==> src/rtl/imm_ext_pkg.sv <==
// Shared placement-mode encoding for the immediate-extension stage.
package imm_ext_pkg;

  typedef logic [1:0] imm_mode_t;

  localparam imm_mode_t IMM_MODE_EXT   = 2'b00;
  localparam imm_mode_t IMM_MODE_SHL2  = 2'b01;
  localparam imm_mode_t IMM_MODE_UPPER = 2'b10;
  localparam imm_mode_t IMM_MODE_RSVD  = 2'b11;

endpackage : imm_ext_pkg

==> src/rtl/imm_ext_core.sv <==
// Combinational widening of an N-bit immediate to M bits with zero/sign
// extension and EXT / EXT<<2 / UPPER placement.
module imm_ext_core
  import imm_ext_pkg::*;
#(
  parameter int unsigned N = 16,
  parameter int unsigned M = 32
) (
  input  logic [N-1:0] immediateIN,
  input  logic         U,
  input  imm_mode_t    mode,
  output logic [M-1:0] result
);

  localparam int unsigned PAD = M - N;

  logic         w_fill;
  logic [M-1:0] w_ext;
  logic [M-1:0] w_shl2;
  logic [M-1:0] w_upper;

  // Fill bit is forced to 0 for zero extension, independent of the MSB.
  assign w_fill  = ~U & immediateIN[N-1];
  assign w_ext   = {{PAD{w_fill}}, immediateIN};
  assign w_shl2  = w_ext << 2;
  assign w_upper = {immediateIN, {PAD{1'b0}}};

  // UPPER does not depend on U at all; reserved encoding falls back to EXT.
  always_comb begin
    result = w_ext;
    case (mode)
      IMM_MODE_EXT:   result = w_ext;
      IMM_MODE_SHL2:  result = w_shl2;
      IMM_MODE_UPPER: result = w_upper;
      IMM_MODE_RSVD:  result = w_ext;
      default:        result = w_ext;
    endcase
  end

endmodule : imm_ext_core

==> src/rtl/immediate_extension_unit.sv <==
// Registered immediate-extension stage: one-cycle latency, valid flag,
// output data held on idle cycles.
module immediate_extension_unit
  import imm_ext_pkg::*;
#(
  parameter int unsigned N = 16,
  parameter int unsigned M = 32
) (
  input  logic         clk,
  input  logic         rst_n,
  input  logic         in_valid,
  input  logic [N-1:0] immediateIN,
  input  logic         U,
  input  imm_mode_t    mode,
  output logic [M-1:0] immediateOUT,
  output logic         out_valid
);

  generate
    if (N >= M) begin : g_bad_width
      $error("immediate_extension_unit: N (%0d) must be less than M (%0d)", N, M);
    end
    if (N < 2) begin : g_bad_n
      $error("immediate_extension_unit: N (%0d) must be at least 2", N);
    end
  endgenerate

  logic [M-1:0] w_result;
  logic [M-1:0] r_out;
  logic         r_valid;

  imm_ext_core #(
    .N (N),
    .M (M)
  ) u_core (
    .immediateIN (immediateIN),
    .U           (U),
    .mode        (mode),
    .result      (w_result)
  );

  // Reset wins over in_valid; data only loads on valid cycles.
  always_ff @(posedge clk) begin
    if (!rst_n) begin
      r_out   <= '0;
      r_valid <= 1'b0;
    end else begin
      r_valid <= in_valid;
      if (in_valid) begin
        r_out <= w_result;
      end
    end
  end

  assign immediateOUT = r_out;
  assign out_valid    = r_valid;

endmodule : immediate_extension_unit

==> config.mk <==
export PLATFORM = sky130hd
export DESIGN_NAME = immediate_extension_unit
export DESIGN_NICKNAME = d
export VERILOG_FILES = /design/src/rtl/imm_ext_pkg.sv /design/src/rtl/imm_ext_core.sv /design/src/rtl/immediate_extension_unit.sv
export SDC_FILE = /design/constraint.sdc
export NUM_CORES = 1
export LEC_CHECK = 0
export ABC_AREA = 1
export BUFFER_PORTS_ARGS = -buffer_cell sky130_fd_sc_hd__buf_2
export CAP_MARGIN = 20
export CORE_UTILIZATION = 35
export CTS_CLUSTER_SIZE = 16
export DETAILED_ROUTE_END_ITERATION = 12
export GPL_TIMING_DRIVEN = 0
export PLACE_DENSITY_LB_ADDON = 0.25
export RECOVER_POWER = 100
export SLEW_MARGIN = 20
export SYNTH_ARGS = -nofsm -noshare
export SYNTH_HDL_FRONTEND = slang
export SYNTH_HIERARCHICAL = 1
export SYNTH_SLANG_ARGS = --single-unit
==> constraint.sdc <==
create_clock -name clk -period 3.4 [get_ports clk]
set_input_delay 0.68 -clock clk [delete_from_list [all_inputs] [get_ports clk]]
set_output_delay 0.68 -clock clk [all_outputs]
set_load 0.02 [all_outputs]
==> results of run 1 <==
-- placed cells by master, fill, tap and decap left out, types with 3 or more instances in the layout --
| cell | netlist | layout |
|---|---|---|
| clkbuf_8 | 1 | 6 |
| clkbuf_1 | 0 | 39 |
| o21ai_0 | 2 | 3 |
| dfxtp_1 | 33 | 33 |
| nand3_1 | 3 | 4 |
| buf_6 | 8 | 7 |
| nor2_1 | 65 | 65 |
| inv_1 | 50 | 50 |
| buf_2 | 9 | 24 |
| nand2_1 | 131 | 131 |
| o22ai_1 | 10 | 10 |
-- area by class of cell --
| cell class | count | area, um2 |
|---|---|---|
| clock inverter | 2 | 10.0 |
| timing repair buffer | 52 | 218 |
| inverter | 51 | 191 |
| multi-input combinational | 218 | 877 |
| clock buffer | 6 | 72.6 |
| tap | 70 | 87.6 |
| fill | 623 | 2910 |
| buffer | 19 | 143 |
| sequential | 33 | 661 |
-- final timing paths --
| path | from | end | slack, ps |
|---|---|---|---|
| hold reg to reg | immediateOUT[0] | immediateOUT[0] | 470 |
| setup reg to reg | immediateOUT[1] | immediateOUT[1] | 2830 |
| hold / removal | immediateOUT[0] | immediateOUT[0] | 470 |
| setup / recovery | mode[0] | immediateOUT[17] | 1350 |
-- cells by family after synthesis --
kind of cell / count (synthesis) / share of synthesized area, %
fa+ha+maj: 2 / 1.32
buf+inv: 70 / 18.2
compound gates: 16 / 5.08
simple gates: 200 / 40.5
flops: 33 / 34.9
-- routing by layer --
| layer | global-route usage (%) | vias up | wire [um] |
|---|---|---|---|
| met5 | 0 | - | 0 |
| met4 | 7.20 | 0 | 99 |
| met3 | 4.23 | 10 | 212 |
| met2 | 28.2 | 50 | 2100 |
| met1 | 19.7 | 807 | 2080 |
| li1 | - | 1049 | - |
-- tightest hold or removal path, cell delays in order (launching register included) --
cell,delay (ps)
dfxtp_1,310
nor2_1,80
nor2_1,50
-- stage by stage --
stage               area [um2]  power [uW]  std cells
floorplan                 1900         604        321
global placement          2240         671        443
detailed placement        2240         674        443
CTS                       2330         961        451
global route              2260        1000        451
finish                    2260         937        451
-- registers in the layout, indices dropped and copies added, names as in the netlist --
signal / count
immediateOUT: 32
out_valid: 1
-- power groups by stage --
| stage | clock [uW] | combinational [uW] | sequential, uW |
|---|---|---|---|
| floorplan | 0 | 135 | 469 |
| finish | 284 | 226 | 427 |
| CTS | 295 | 240 | 426 |
| global route | 314 | 259 | 430 |
| detailed placement | 0 | 239 | 435 |
| global placement | 0 | 237 | 434 |
==> results.md, run 1 <==
* Drt wl/cell at 9.94 um
* Final setup TNS at 0 ps
* Antenna diode count at 0
* DR pass1 iterations at 4
* Ys Warns at 6
* Die height at 75.6 um
* CP Class: in2reg
* Lkg Pwr at 0.00131 uW
* Mapped cell area at roughly 1900 um2
* Post-CTS Resized at 0
* Crit end category: register
* Min Clock Period, post-route at 2050 ps
* RSZ-0062 raised after global routing: false
* R2r worst-path depth at 2
* Int Pwr at 635 uW
* Setup slack after layout at between 1000 and 1500 ps
* Largest net degree at the start of global routing at 11
* Hold WS at 470 ps
* Total track usage at approximately 17%
* Top-count cell post-synth: nand2_1
* Drt first-iter violations at just over 70
* Hold path depth at 2
* Sw Ratio at about a third
* Critical path buffer and inverter count at 4
* Period utilization at 60.4%
* CTS H-Tree Depth at 2
* Number of global-route vias before repair at 1,708
* Critical Path RT at 3570 ps
* Io pins at 55
* First-pass GRT wire length at 7090 um
* Port bufs at between 50 and 60
* Most frequent CP cell: nand2_1
* Clk_skew at 0 ps
* Post-synth EDFFs at 0
* DR vias/cell at 4.25
* Relative slew slack at 72.5%
* Root Buffer Master: clkbuf_8
* Setup violations, final at 0
* Slowest-stage cell, CP: ha_1
* Final Core Density at 43.7%
* Max cap viols at 0
* Pre-CTS WS at 1380 ps
* Area of the core at 5170 um2
* Gate Count Post-Synth at 321
* Worst min path class: reg2reg
* Yosys reg bits at 33
* Die area at 5710 um2
* CTS tree: yes
* Worst skew pair latency at 280 ps
* Fmax at 487 MHz
* Comb pwr share at approximately 24%
* Max Root-Sink Buffers at 2
* Initial antenna violation count at 0
* Crit Path Max Fanout at 10
* Crit path launch type: input port
* Ys async rst share at 0%
* Netlist cell types at 17
* Clock tree sinks at 33
* Outcome: finished clean
* P&R area growth vs syn at 19.2%
* Hold Vio Cnt, Final at 0
* Pwr Density at 415 nW/um2
* Syn_area_per_cell at just under 6 um2
* Grt total ovfl at 0
* Seq/Total Area, Yosys at between 30% and 40%
* Routability cong. at 0.851
* Row count at 26
* Total stage count of the critical path at 12
* Clock share of power at 30.3%
* Synth top cells by count: 131 x nand2_1, 65 x nor2_1, 50 x inv_1
* CP arrival at 2230 ps
* Critical path's top delay family: simple AND/OR/NAND/NOR gates
* Initial core utilization at 36.6%
* DRC viols at 0
* Synth top area share at between 30% and 40%
* P_sw at 302 uW
* Ranking of synthesized cells by area: dfxtp_1 35%, nand2_1 26%, nor2_1 13%, inv_1 9.9%, buf_6 4.8%
* Final nets at 404
* Via count at approximately 1,900
* Crit-path max cell delay at 380 ps
* Tightest Pin Transition at just over 400 ps
* Inserted Clock Buffers at 5
* Cell taking the most area after synthesis: dfxtp_1
* Hold buffers post-CTS at 0
* Post-CTS Setup Inserts at 0
* Fin. max-slew vios at 0
* Detailed Place HPWL at ~3500 um
* Post-Route WL at 4480 um
* Reg power frac at 45.6%
* Peak VDD IR at 0.141 mV
* Crit path cell chain: clkbuf_1, inv_1, ha_1, nand3_1, clkbuf_1, nand2_1, nand2_1, nand2_1, inv_1, nand2_1, nand2_1, nor2_1
* Die Span X at 75.6 um
* Main flop type after synthesis: dfxtp_1
* Post-Syn Nets at 345
* Antenna-violating nets left at 0
* Share of cells above drive strength 1 at 11.0%
* Clock transition at path regs at 70 ps
Power figures use the tool's default switching activity.
==> inputs of run 2 (changes only) <==
==> constraint.sdc (replaced) <==
create_clock -name clk -period 1.7 [get_ports clk]
set_input_delay 0.34 -clock clk [delete_from_list [all_inputs] [get_ports clk]]
set_output_delay 0.34 -clock clk [all_outputs]
set_load 0.02 [all_outputs]
==> results.md, run 2 (same netlist as run 1, synthesis figures left out) <==
* Outcome: finished clean (unchanged)
* DRC viols at 0 (unchanged)
* Min Clock Period, post-route at 1430 ps
* Final Cell Area at 2280 um2 (was 2260 um2)
* Crit Path Max Fanout at 10 (unchanged)
* Critical path's top delay family: buffers and inverters (was simple AND/OR/NAND/NOR gates)
* Crit path cell chain: buf_2, inv_1, ha_1, inv_2, clkbuf_1, nand3_1, o21ai_0, inv_1, nand2_1, nand2_1, nor2_1 (was clkbuf_1, inv_1, ha_1, nand3_1, clkbuf_1, nand2_1, nand2_1, nand2_1, inv_1, nand2_1, nand2_1, nor2_1)
* Fill count at 620 (was 623)
* Critical path buffer and inverter count at 5 (was 4)
* DR vias/cell at 4.25 (about the same)
* CTS H-Tree Depth at 2 (unchanged)
* Area of the core at 5170 um2 (unchanged)
* Tightest Pin Transition at 414 ps (was 413 ps)
* FF-to-FF setup slack at 1130 ps (was 2830 ps)
* Total track usage at 16.5% (unchanged)
* Crit path launch: mode[1] (was mode[0])
* P&R area growth vs syn at 20.3% (was 19.2%)
* Crit path launch type: input port (unchanged)
* Relative slew slack at 72.4% (was 72.5%)
* Post-Route WL at 4480 um (unchanged)
* Max cap viols at 0 (unchanged)
* Share of cells above drive strength 1 at 11.5% (was 11.0%)
* Root Buffer Master: clkbuf_8 (unchanged)
* Io pins at 55 (unchanged)
* Clk_skew at 0 ps (unchanged)
* Port bufs at 52 (unchanged)
* Via count at 1,915 (was 1,916)
* Setup violations, final at 0 (unchanged)
* Row count at 26 (unchanged)
* Post-CTS Resized at 0 (unchanged)
* Initial antenna violation count at 0 (unchanged)
* Crit-path max cell delay at 350 ps (was 380 ps)
* Crit end category: register (unchanged)
* Post-CTS Setup Inserts at 0 (unchanged)
* RSZ-0062 raised after global routing: false (unchanged)
* Die Span X at 75.6 um (unchanged)
* Hold WS at 325 ps (was 470 ps)
* Hold buffers post-CTS at 0 (unchanged)
* Hold Vio Cnt, Final at 0 (unchanged)
* Worst min path class: in2reg (was reg2reg)
* Total stage count of the critical path at 11 (was 12)
* Drt first-iter violations at 64 (was 71)
* Number of flip-flops in the largest register at 32 (unchanged)
* Drt wl/cell at 9.94 um (unchanged)
* Reg-to-reg endpoint: immediateOUT[1] (unchanged)
* CP Class: in2reg (unchanged)
* Detailed Place HPWL at 3500 um (unchanged)
* Most frequent cells in the layout: 131 x nand2_1, 65 x nor2_1, 50 x inv_1 (unchanged)
* Grt total ovfl at 0 (unchanged)
* Largest net degree at the start of global routing at 11 (unchanged)
* Die area at 5710 um2 (unchanged)
* Antenna diode count at 0 (unchanged)
* Clock tree sinks at 33 (unchanged)
* Slowest-stage cell, CP: clkbuf_1 (was ha_1)
* Worst skew pair latency at 280 ps (about the same)
* Peak VDD IR at 0.283 mV (was 0.141 mV)
* Fin. max-slew vios at 0 (unchanged)
* Pre-CTS WS at 23.3 ps (was 1380 ps)
* Final nets at 404 (unchanged)
* Die height at 75.6 um (unchanged)
* Initial core utilization at 36.6% (unchanged)
* Routability cong. at 0.851 (unchanged)
* Inserted Clock Buffers at 5 (unchanged)
* Pwr Density at 825 nW/um2 (was 415 nW/um2)
* Period utilization at 84.3%
* Final setup TNS at 0 ps (unchanged)
* Max Root-Sink Buffers at 2 (unchanged)
* Critical Path RT at 1920 ps (was 3570 ps)
* Setup slack after layout at 268 ps (was 1350 ps)
* Antenna-violating nets left at 0 (unchanged)
* Critical register-to-register path startpoint: immediateOUT[1] (unchanged)
* Number of global-route vias before repair at 1,708 (unchanged)
* Clock transition at path regs at 70 ps (about the same)
* Final Core Density at 44.1% (was 43.7%)
* First-pass GRT wire length at 7090 um (unchanged)
* Fmax at about 700 MHz
* DR pass1 iterations at 4 (unchanged)
* Most common cell after layout, fill and taps aside: nand2_1 (unchanged)
* Critical Path End: immediateOUT[15] (was immediateOUT[17])
* Placed standard-cell area at 2240 um2 (unchanged)
* Lkg Pwr at 0.00131 uW (about the same)
* R2r worst-path depth at 2 (unchanged)
* CTS tree: yes (unchanged)
* CP arrival at 1650 ps (was 2230 ps)
-- run 2: cell counts in the layout (fill, tap and decap cells not counted) --
No cell type changed its count.
-- run 2: final cells by class --
cell class,count,area [um2],share of cell area (%)
plain buffers,19,150,6.59
clock buffers,6,72.6,3.18
clock inverters,2,10.0,0.439
inverters,51,191,8.40
multi-input cells,218,890,39.0
flip-flops and latches,33,661,29.0
well taps,70,87.6,3.84
repair buffers,52,218,9.55
-- run 2: worst register-to-register path, cell delays in order, from the launching register on --
cell and delay (ps):
dfxtp_1 310, nor2_1 90, nor2_1 60
-- run 2: routing by layer --
layer  track usage [%]  vias up  routed length (um)
li1                  -     1050                   -
met1              19.7      806                2110
met2              28.2       49                2080
met3              4.23       10                 189
met4              7.20        0                 101
met5                 0        -                   0
-- run 2: stage by stage --
stage,cells,power (uW)
floorplan,321,1210
global placement,443,1340
detailed placement,443,1350
CTS,451,1920
global route,451,2010
finish,451,1880
-- run 2: worst min path at each step --
stage                                 from                to  slack (ps)  depth (start not counted)
after global placement    immediateOUT[15]  immediateOUT[15]         450                          2
after detailed placement   immediateOUT[3]   immediateOUT[3]         460                          2
after floorplan           immediateOUT[10]  immediateOUT[10]         540                          2
after global routing                 rst_n  immediateOUT[31]         330                          3
final                                rst_n  immediateOUT[31]         320                          3
after CTS                            rst_n  immediateOUT[31]         320                          3
-- run 2: report_power, final --
group / internal, uW / total (uW) / leakage (uW) / switching [uW]
sequential: 828 / 854 / 0.000273 / 25.6
combinational: 161 / 459 / 0.000993 / 299
clock: 284 / 568 / 0.0000450 / 284
total: 1270 / 1880 / 0.00131 / 609
